<file path="src/rtl/pipelined_barrel_shifter.sv">
// ---------------------------------------------------------------------------
// pipelined_barrel_shifter
//
// Pipelined barrel shifter for the R-type datapath. Supports SLL, SRL, SRA
// and ROR over WIDTH bits in log2(WIDTH) mux levels. Level k shifts by 2^k,
// and levels are applied in ascending order. A register stage follows every
// LEVELS_PER_STAGE levels. The whole pipe stalls while the output is valid
// and not accepted. A sideband tag travels with each operation.
//
// Ports:
//   clk        rising-edge clock
//   reset      synchronous, active-high reset
//   in_valid   input operation valid
//   in_ready   block accepts input this cycle (= pipe advances)
//   in_data    operand to shift
//   in_shamt   shift amount, log2(WIDTH) bits
//   in_op      00 SLL, 01 SRL, 10 SRA, 11 ROR
//   in_tag     sideband tag, returned with the result
//   out_valid  result valid
//   out_ready  downstream accepts result
//   out_data   shifted result
//   out_tag    tag of this result
//   out_zero   out_data == 0, registered with out_data
// ---------------------------------------------------------------------------
module pipelined_barrel_shifter #(
   parameter int WIDTH            = 32,
   parameter int LEVELS_PER_STAGE = 2,
   parameter int TAG_W            = 5
) (
   input  logic                     clk,
   input  logic                     reset,
   input  logic                     in_valid,
   output logic                     in_ready,
   input  logic [WIDTH-1:0]         in_data,
   input  logic [$clog2(WIDTH)-1:0] in_shamt,
   input  logic [1:0]               in_op,
   input  logic [TAG_W-1:0]         in_tag,
   output logic                     out_valid,
   input  logic                     out_ready,
   output logic [WIDTH-1:0]         out_data,
   output logic [TAG_W-1:0]         out_tag,
   output logic                     out_zero
);

   localparam int SHW     = $clog2(WIDTH);
   localparam int NSTAGES = (SHW + LEVELS_PER_STAGE - 1) / LEVELS_PER_STAGE;

   typedef enum logic [1:0] {
      OP_SLL = 2'b00,
      OP_SRL = 2'b01,
      OP_SRA = 2'b10,
      OP_ROR = 2'b11
   } op_e;

   logic advance;

   assign advance  = !out_valid || out_ready;
   assign in_ready = advance;

   // One mux level: shift by amt (a power of two) according to op.
   function automatic logic [WIDTH-1:0] shift_level(
      input logic [WIDTH-1:0] d,
      input op_e              op,
      input logic             sign,
      input int unsigned      amt
   );
      logic [WIDTH-1:0] fill_mask;
      fill_mask = ~({WIDTH{1'b1}} >> amt);
      case (op)
         OP_SLL:  return d << amt;
         OP_SRL:  return d >> amt;
         OP_SRA:  return (d >> amt) | (sign ? fill_mask : '0);
         default: return (d >> amt) | (d << (WIDTH - amt));
      endcase
   endfunction

   for (genvar s = 0; s < NSTAGES; s++) begin : g_stage
      logic             valid_q;
      logic [WIDTH-1:0] data_q;
      logic [TAG_W-1:0] tag_q;

      logic             src_valid;
      logic [WIDTH-1:0] src_data;
      logic [SHW-1:0]   src_shamt;
      op_e              src_op;
      logic             src_sign;
      logic [TAG_W-1:0] src_tag;
      logic [WIDTH-1:0] data_d;

      if (s == 0) begin : g_src
         assign src_valid = in_valid;
         assign src_data  = in_data;
         assign src_shamt = in_shamt;
         assign src_op    = op_e'(in_op);
         // SRA fill is the operand's original sign, fixed at acceptance.
         assign src_sign  = in_data[WIDTH-1];
         assign src_tag   = in_tag;
      end else begin : g_src
         assign src_valid = g_stage[s-1].valid_q;
         assign src_data  = g_stage[s-1].data_q;
         assign src_shamt = g_stage[s-1].g_ctl.shamt_q;
         assign src_op    = g_stage[s-1].g_ctl.op_q;
         assign src_sign  = g_stage[s-1].g_ctl.sign_q;
         assign src_tag   = g_stage[s-1].tag_q;
      end

      // Levels s*LPS .. s*LPS+LPS-1; levels at or above SHW select nothing
      // because the shamt bit mask shifts out to zero.
      always_comb begin
         int unsigned k;
         k      = 0;
         data_d = src_data;
         for (int unsigned l = 0; l < LEVELS_PER_STAGE; l++) begin
            k = s * LEVELS_PER_STAGE + l;
            if (|(src_shamt & (SHW'(1) << k)))
               data_d = shift_level(data_d, src_op, src_sign, 32'd1 << k);
         end
      end

      always_ff @(posedge clk) begin
         if (reset) begin
            valid_q <= 1'b0;
            data_q  <= '0;
            tag_q   <= '0;
         end else if (advance) begin
            valid_q <= src_valid;
            data_q  <= data_d;
            tag_q   <= src_tag;
         end
      end

      // Shift control is only needed by later stages; the last stage keeps
      // just the result. Already-consumed shamt bits are carried but never
      // read, so they drop out in synthesis.
      if (s < NSTAGES - 1) begin : g_ctl
         logic [SHW-1:0] shamt_q;
         op_e            op_q;
         logic           sign_q;

         always_ff @(posedge clk) begin
            if (reset) begin
               shamt_q <= '0;
               op_q    <= OP_SLL;
               sign_q  <= 1'b0;
            end else if (advance) begin
               shamt_q <= src_shamt;
               op_q    <= src_op;
               sign_q  <= src_sign;
            end
         end
      end
   end

   logic zero_q;

   always_ff @(posedge clk) begin
      if (reset) begin
         zero_q <= 1'b0;
      end else if (advance) begin
         zero_q <= (g_stage[NSTAGES-1].data_d == '0);
      end
   end

   assign out_valid = g_stage[NSTAGES-1].valid_q;
   assign out_data  = g_stage[NSTAGES-1].data_q;
   assign out_tag   = g_stage[NSTAGES-1].tag_q;
   assign out_zero  = zero_q;

endmodule

</file>
<file path="config.mk">
export PLATFORM = sky130hd
export DESIGN_NAME = pipelined_barrel_shifter
export DESIGN_NICKNAME = d
export VERILOG_FILES = /design/src/rtl/pipelined_barrel_shifter.sv
export SDC_FILE = /design/constraint.sdc
export NUM_CORES = 1
export LEC_CHECK = 0
export ABC_AREA = 1
export CAP_MARGIN = 20
export CORE_MARGIN = 2
export CORE_UTILIZATION = 33
export DETAILED_ROUTE_END_ITERATION = 10
export GPL_ROUTABILITY_DRIVEN = 0
export PLACE_DENSITY = 0.61
export SLEW_MARGIN = 5
export SYNTH_ARGS = -nofsm -noshare
export SYNTH_HDL_FRONTEND = slang
export SYNTH_SLANG_ARGS = --single-unit
</file>
<file path="constraint.sdc">
create_clock -name clk -period 4.54 [get_ports clk]
set_input_delay 0.908 -clock clk [delete_from_list [all_inputs] [get_ports clk]]
set_output_delay 0.908 -clock clk [all_outputs]
set_load 0.02 [all_outputs]
</file>
### Word level (Yosys, flattened, before mapping)

Index checks and enable logic that the tools add are counted.
Widths: inputs -> output; s select.

| operators by class | value |
|---|---|
| eq/ne operators | 6 |
| multiplexer cells | 15 |
| bitwise operators | 10 |
| reduce and logical (&&, ||, !) cells | 6 |

Operators with widths:

| operator | count |
|---|---|
| $pmux 32 s3 | 5 |
| $mux 32 | 10 |
| $or 16x32->32 | 2 |
| $or 24x32->32 | 2 |
| $or 28x32->32 | 2 |
| $or 30x32->32 | 2 |
| $or 31x32->32 | 2 |
| $logic_not 32->1 | 1 |
| $eq 2x1->1 const B | 3 |
| $eq 2x2->1 const B | 3 |
| $logic_not 2->1 | 3 |
| $logic_not 1->1 | 1 |
| $logic_or 1x1->1 | 1 |

| storage, ports and cells | value |
|---|---|
| register bits after elaboration | 131 |
| input port bits | 48 |
| output and inout port bits | 40 |
| word-level logic and storage cells | 53 |

### Logic depth before layout (Yosys ltp)

Gate-level depths: netlist of run 1.

| depth | value |
|---|---|
| depth in word-level cells | 7 |
| depth in mapped cells | 13 |
| depth with buffers taken out | 12 |

### Worst setup path after synthesis of run 1

OpenSTA, ideal clock, no wires.

| path | value |
|---|---|
| path kind | input -> output |
| start | input out_ready |
| end | output in_ready |
| arrival | 1745 ps |
| data required time | 3632 ps |
| path slack | 1887 ps |
| cell stages on the path | 4 |
| path buffers | 2 |
| cells stage by stage | inv_1 > nand2_1 > clkbuf_1 > clkbuf_1 |

| between the ends | value |
|---|---|
| longest elaborated chain between the ends | 1 |

RTL lines:

| element | line | RTL |
|---|---|---|
| start, declared | 39 | `input logic out_ready,` |
| $logic_or 1x1->1 | 57 | `assign advance = !out_valid \|\| out_ready;` |
| end, declared | 33 | `output logic in_ready,` |

Every way passes these cells.

### Worst setup path in the final report of run 1

Ends and elaborated chain as after synthesis.

==> qor.yml, run 1 <==
critical_path:
  reg2reg_depth: 8
  critPathMaxFanout: 4
  startpoint: "out_ready"
  crit_required_ns: 3.63
  arrival_ns: 2.10
  path_class: "in -> out"
  crit_path_start_kind: "primary input"
  worstPathCellList: "clkdlybuf4s50_1 > inv_1 > nand2_4 > clkdlybuf4s50_1"
  cp-end-kind: "primary output"
  critical-path-max-stage-delay_ns: 0.61
  crit-reg2reg-capture: "g_stage[1].data_q[22]"
  cp_num_buf_inv: 3
  worst_path_most_repeated_cell: "clkdlybuf4s50_1"
  crit_slowest_cell: "clkdlybuf4s50_1"
  crit_family: "buffers and inverters"
  r2r_slack_ns: 2.01
  worstReg2RegStart: "g_stage[0].g_ctl.shamt_q[3]"
routing:
  met1Wirelength_um: 10500
  wl_met3_um: 1130
  final_antenna_net_count: 0
  avgViaCountPerCell: 5.24
  drt_first_pass_iters: 5
  drc: 0
  wl_um: 21200
  wl_met2_um: 9150
  drt_iter0_drc: 609
  drt-wirelength-per-cell_um: 14.7
  via_count: 7534
  highest_layer: "met4"
pwr:
  switching_share_pct: 30.3
  p_total_mw: 3.29
  power_density_nw_per_um2: 380
  clkPwrFrac_pct: 41.3
  power.internal_mw: 2.29
  p_comb_share_pct: 19.9
  p_sw_uw: 995
  ir_drop_uv: 245
  p_seq_share_pct: 38.8
  p_leak_nw: 3.55
cts:
  cts_made_buffers: 17
  cts.repair.resized: 0
  hold_buffers: 0
  path_clk_slew_ns: 0.06
  clockRootBuffer: "clkbuf_16"
  clockBufferDepth: 2
  clock-sinks: 125
  htreeDepth: 4
  post_cts_buffers: 0
  cts_tree: "built"
  clk_latency_ns: 0.42
die:
  io_pins: 88
  dieArea_um2: 22700
  chipHeight_um: 151
  rows: 53
  die_x_um: 151
  start_util_pct: 33.6
  coreArea_um2: 21100
sta:
  max_freq_ghz: 0.333
  relSlewSlack_pct: 36.2
  rsz0062_at_grt: "false"
  worst_slew_pin_slew_ns: 0.956
  hold_viol_final: 0
  setup_tns_ns: 0
  skew_ns: 0.0114
  setup_viol: 0
  finalMaxSlewViolations: 0
  fin_crit_ns: 3.01
  period_share_pct: 66.2
run_status:
  outcome: "complete, no violations"
placement:
  dp_hpwl_um: 14600
  portBuffers: 87
synth:
  synth.distinct_cells: 28
  synth-seq-cells: 125
  synth_top_area_cell: "dfxtp_1"
  synthTopCellsByArea: "dfxtp_1 35%, o21ai_0 15%, nand2_1 12%"
  seq_area_frac_synth_pct: 35.3
  syn_area_um2: 7100
  syn_avg_cell_area_um2: 6.36
  syn-num-nets: 1163
  syn_inst: 1115
  yosysTopAreaCellShare_pct: 35.3
  ys_warn_count: 0
layout:
  utilization_pct: 41.0
  multi_input_area_um2: 3950
  n_antenna_cell: 0
  regArea_um2: 2500
  nets: 1198
  area_growth_pct: 22.0
  nFillCells: 2299
  drive_above_1_share_pct: 6.62
flow_run:
  drv_cap: 0
min_path:
  hold_path.startpoint: "g_stage[1].tag_q[0]"
  hold_end: "out_tag[0]"
  min_path_cells: 2
  hp-class: "reg -> reg"
global_routing:
  grt_pass1_wl_um: 34900
  grt_pass1_vias: 6676
  grt_overflow_total: 0
  grt_max_degree: 102
  grt_use_total_pct: 19.1
  antenna_found_initial: 0
flip-flops by register name (all words and copies together), names as in the netlist:
signal and count:
out_zero 1, g_stage.valid_q 2, out_tag 5, out_valid 1
g_stage.data_q 64, g_stage.g_ctl.shamt_q 4, g_stage.g_ctl.op_q 4, g_stage.g_ctl.sign_q 2
out_data 32, g_stage.tag_q 10
worst reg2reg max path: stages (launching register included):
cell and delay, ns:
dfxtp_1 0.58, clkinv_1 0.45, buf_4 0.32, nor2_1 0.36
buf_4 0.25, inv_1 0.11, o21ai_0 0.21, inv_1 0.07
a31oi_1 0.12
cell usage in the layout (no fill, tap or decap), drive strengths merged:
cell,n
o211ai,29
inv,81
a211oi,1
a22oi,11
a21boi,4
nor2,134
a31oi,12
a41oi,7
clkbuf,21
clkinvlp,4
o21ai,236
clkdlybuf4s50,87
dfxtp,125
nand3,32
nand2,234
a221oi,2
a21oi,83
clkinv,3
or2,19
bufinv,2
o22ai,24
buf,12
per-layer routing:
| metal | track usage (%) | vias to the layer above |
|---|---|---|
| met2 | 27.5 | 215 |
| li1 | - | 3827 |
| met3 | 3.94 | 24 |
| met1 | 28.5 | 3468 |
| met5 | 0 | - |
| met4 | 5.61 | 0 |
synth_stat cells:
library cell,number
clkinv_1,1
nor2_2,1
o211ai_1,27
a21boi_0,4
o211ai_2,2
a21oi_1,82
a22oi_1,11
clkbuf_1,53
a211oi_1,1
buf_6,2
buf_1,8
nand2_1,234
nand3_1,32
a21oi_2,1
nor2_1,130
a221oi_1,2
inv_2,7
inv_1,71
buf_4,3
a41oi_1,7
nor2_4,3
a31oi_1,12
o22ai_1,24
o21ai_1,19
dfxtp_1,125
or2_2,19
o21ai_0,217
buf_2,17
logic make-up after synthesis:
logic type	share of synthesized area, %
compound gates	31.7
buf+inv	9.24
simple gates	23.8
flops	35.3
stage by stage:
step,instance area (µm²),instances,hold slack (ns),worst slack [ns]
after floorplan,7100,1115,0.430,1.89
after global placement,8050,1405,0.458,1.43
after detailed placement,8050,1405,0.466,1.36
after CTS,8650,1437,0.480,1.53
after global routing,8660,1438,0.515,1.48
final,8660,1438,0.476,1.53
worst max-delay path by stage:
stage / endpoint / slack [ns] / cells after the start
finish: in_ready / 1.53 / 4
detailed placement: g_stage[0].data_q[31] / 1.36 / 8
floorplan: in_ready / 1.89 / 4
global placement: g_stage[0].data_q[8] / 1.43 / 8
global route: in_ready / 1.48 / 4
CTS: in_ready / 1.53 / 4
power by group through the flow:
stage          Combinational (mW)  Sequential, mW  Clock [mW]
3_5_place_dp                0.648            1.29           0
2_1_floorplan               0.413            1.29           0
4_1_cts                     0.652            1.27        1.38
5_1_grt                     0.741            1.28        1.43
6_report                    0.654            1.27        1.36
3_3_place_gp                0.647            1.29           0
area by class of cell:
cell class | count | share of cell area [%]
inverter | 79 | 3.43
timing repair buffer | 99 | 11.2
tap | 275 | 3.98
clock buffer | 21 | 5.32
multi-input combinational | 828 | 45.6
sequential | 125 | 28.9
clock inverter | 11 | 1.55
(Power assumes the default switching activity.)
==> run 2, diff against run 1 <==
==> constraint.sdc (replaced) <==
create_clock -name clk -period 2.9 [get_ports clk]
set_input_delay 0.58 -clock clk [delete_from_list [all_inputs] [get_ports clk]]
set_output_delay 0.58 -clock clk [all_outputs]
set_load 0.02 [all_outputs]
==> run 2 against run 1 <==
  * Highest routed layer unchanged
  * Clock power up 65%
  * Count of clock-buffer cells in the layout down 3
  * Total power up 61%
  * Via count up 0.70%
==> qor.yml, run 2 (synthesis results as in run 1) <==
run_status:
  outcome: "complete, no violations"
sta:
  relSlewSlack_pct: 55.1  # +19 points
  fin_crit_ns: 2.39
  skew_ns: 0.00958  # -0.00182 ns
  setup_viol: 0  # unchanged
  finalMaxSlewViolations: 0  # unchanged
  period_share_pct: 82.6
  fin_hold_ws_ns: 0.471  # -0.00572 ns
  max_freq_ghz: 0.418
  setup_tns_ns: 0  # unchanged
  rsz0062_at_grt: "false"
  worst_slew_pin_slew_ns: 0.666  # -0.290 ns
  hold_viol_final: 0  # unchanged
pwr:
  ir_drop_uv: 422  # +72%
  p_leak_nw: 3.63  # +2.5%
  p_total_mw: 5.28  # +61%
  power_density_nw_per_um2: 602  # +58%
critical_path:
  crit_path_start_kind: "primary input"
  critPathMaxFanout: 5  # +1
  crit_required_ns: 2.32  # -1.31 ns
  crit-reg2reg-capture: "g_stage[1].data_q[22]"
  worstReg2RegStart: "g_stage[0].g_ctl.shamt_q[3]"
  r2r_slack_ns: 0.89  # -1.12 ns
  reg2reg_depth: 7  # -1
  path_class: "in -> out"
  cp-end-kind: "primary output"
  arrival_ns: 1.81  # -0.29 ns
cts:
  post_cts_buffers: 0  # unchanged
  clock-sinks: 125  # unchanged
  htreeDepth: 4  # unchanged
  clockBufferDepth: 2  # unchanged
  cts.repair.resized: 0  # unchanged
  clk_latency_ns: 0.43  # about the same
  cts_tree: "built"
  path_clk_slew_ns: 0.06  # about the same
  hold_buffers: 0  # unchanged
  clockRootBuffer: "clkbuf_16"
  cts_made_buffers: 17  # unchanged
min_path:
  hold_end: "out_valid"
  hp-class: "reg -> reg"
  hold_path.startpoint: "g_stage[1].valid_q"
  min_path_cells: 2  # unchanged
routing:
  via_count: 7587  # +0.70%
  avgViaCountPerCell: 5.24  # about the same
  final_antenna_net_count: 0  # unchanged
  drt_first_pass_iters: 5  # unchanged
  wl_um: 21600  # +2.1%
  drt_iter0_drc: 655  # +7.6%
  drt-wirelength-per-cell_um: 14.9  # +1.4%
  drc: 0  # unchanged
layout:
  final_cell_mix: "233 x nand2_1, 217 x o21ai_0, 130 x nor2_1"
  largest_reg_flops: 64  # unchanged
  nets: 1208  # +0.83%
  fin_cells: 1448  # +0.70%
  area_growth_pct: 23.8
  final_common_cell: "nand2_1"
  utilization_pct: 41.7  # +0.61 points
  drive_above_1_share_pct: 7.50  # +0.88 points
  n_antenna_cell: 0  # unchanged
  largest_register: "g_stage.data_q"
global_routing:
  grt_pass1_wl_um: 35400  # +1.4%
  antenna_found_initial: 0  # unchanged
  grt_overflow_total: 0  # unchanged
  grt_max_degree: 162  # +59%
  grt_pass1_vias: 6724  # +0.72%
  grt_use_total_pct: 19.5  # +0.44 points
placement:
  portBuffers: 87  # unchanged
  placed_cells: 1416  # +0.78%
  dp_hpwl_um: 14900  # +1.9%
die:
  die_x_um: 151  # unchanged
  rows: 53  # unchanged
  chipHeight_um: 151  # unchanged
  coreArea_um2: 21100  # unchanged
  start_util_pct: 33.6  # unchanged
  io_pins: 88  # unchanged
  dieArea_um2: 22700  # unchanged
flow_run:
  drv_cap: 0  # unchanged
## run 2: worst max-delay path by stage
stage,start,end,cells after the start
final,out_ready,in_ready,4
after global routing,out_ready,in_ready,4
after CTS,out_ready,in_ready,4
after detailed placement,in_op[1],g_stage[0].data_q[1],8
after global placement,in_op[1],g_stage[0].data_q[1],8
after floorplan,out_ready,in_ready,4
## run 2: per-stage QoR
step	cell area [µm²]	setup WS (ns)
floorplan	7100	0.903
global placement	8170	0.374
detailed placement	8170	0.314
CTS	8780	0.500
global route	8780	0.474
finish	8780	0.505
## run 2: final cells by class
type	count	area, µm²
fillers	2247	12300
multi-input cells	828	3950
flip-flops and latches	125	2500
repair buffers	109	1090
clock buffers	18	429
well taps	275	344
inverters	79	297
clock inverters	14	181
## run 2: routing by layer
metal  GRT usage (%)  vias to the layer above  part of all wire, %
met5               0                        -                    0
met4            6.78                        0                  2.2
met3            4.21                       36                  5.6
met2            28.3                      231                   43
met1            28.4                     3465                   49
li1                -                     3855                    -
## run 2: where the power goes
group	internal, mW	total (mW)	switching, mW
clock network	1.37	2.25	0.877
logic	0.411	1.05	0.637
registers	1.87	1.99	0.122
## run 2: worst max-delay path, stage by stage
cell	delay, ns
clkdlybuf4s50_1	0.45
inv_1	0.05
nand2_4	0.11
clkdlybuf4s50_1	0.62
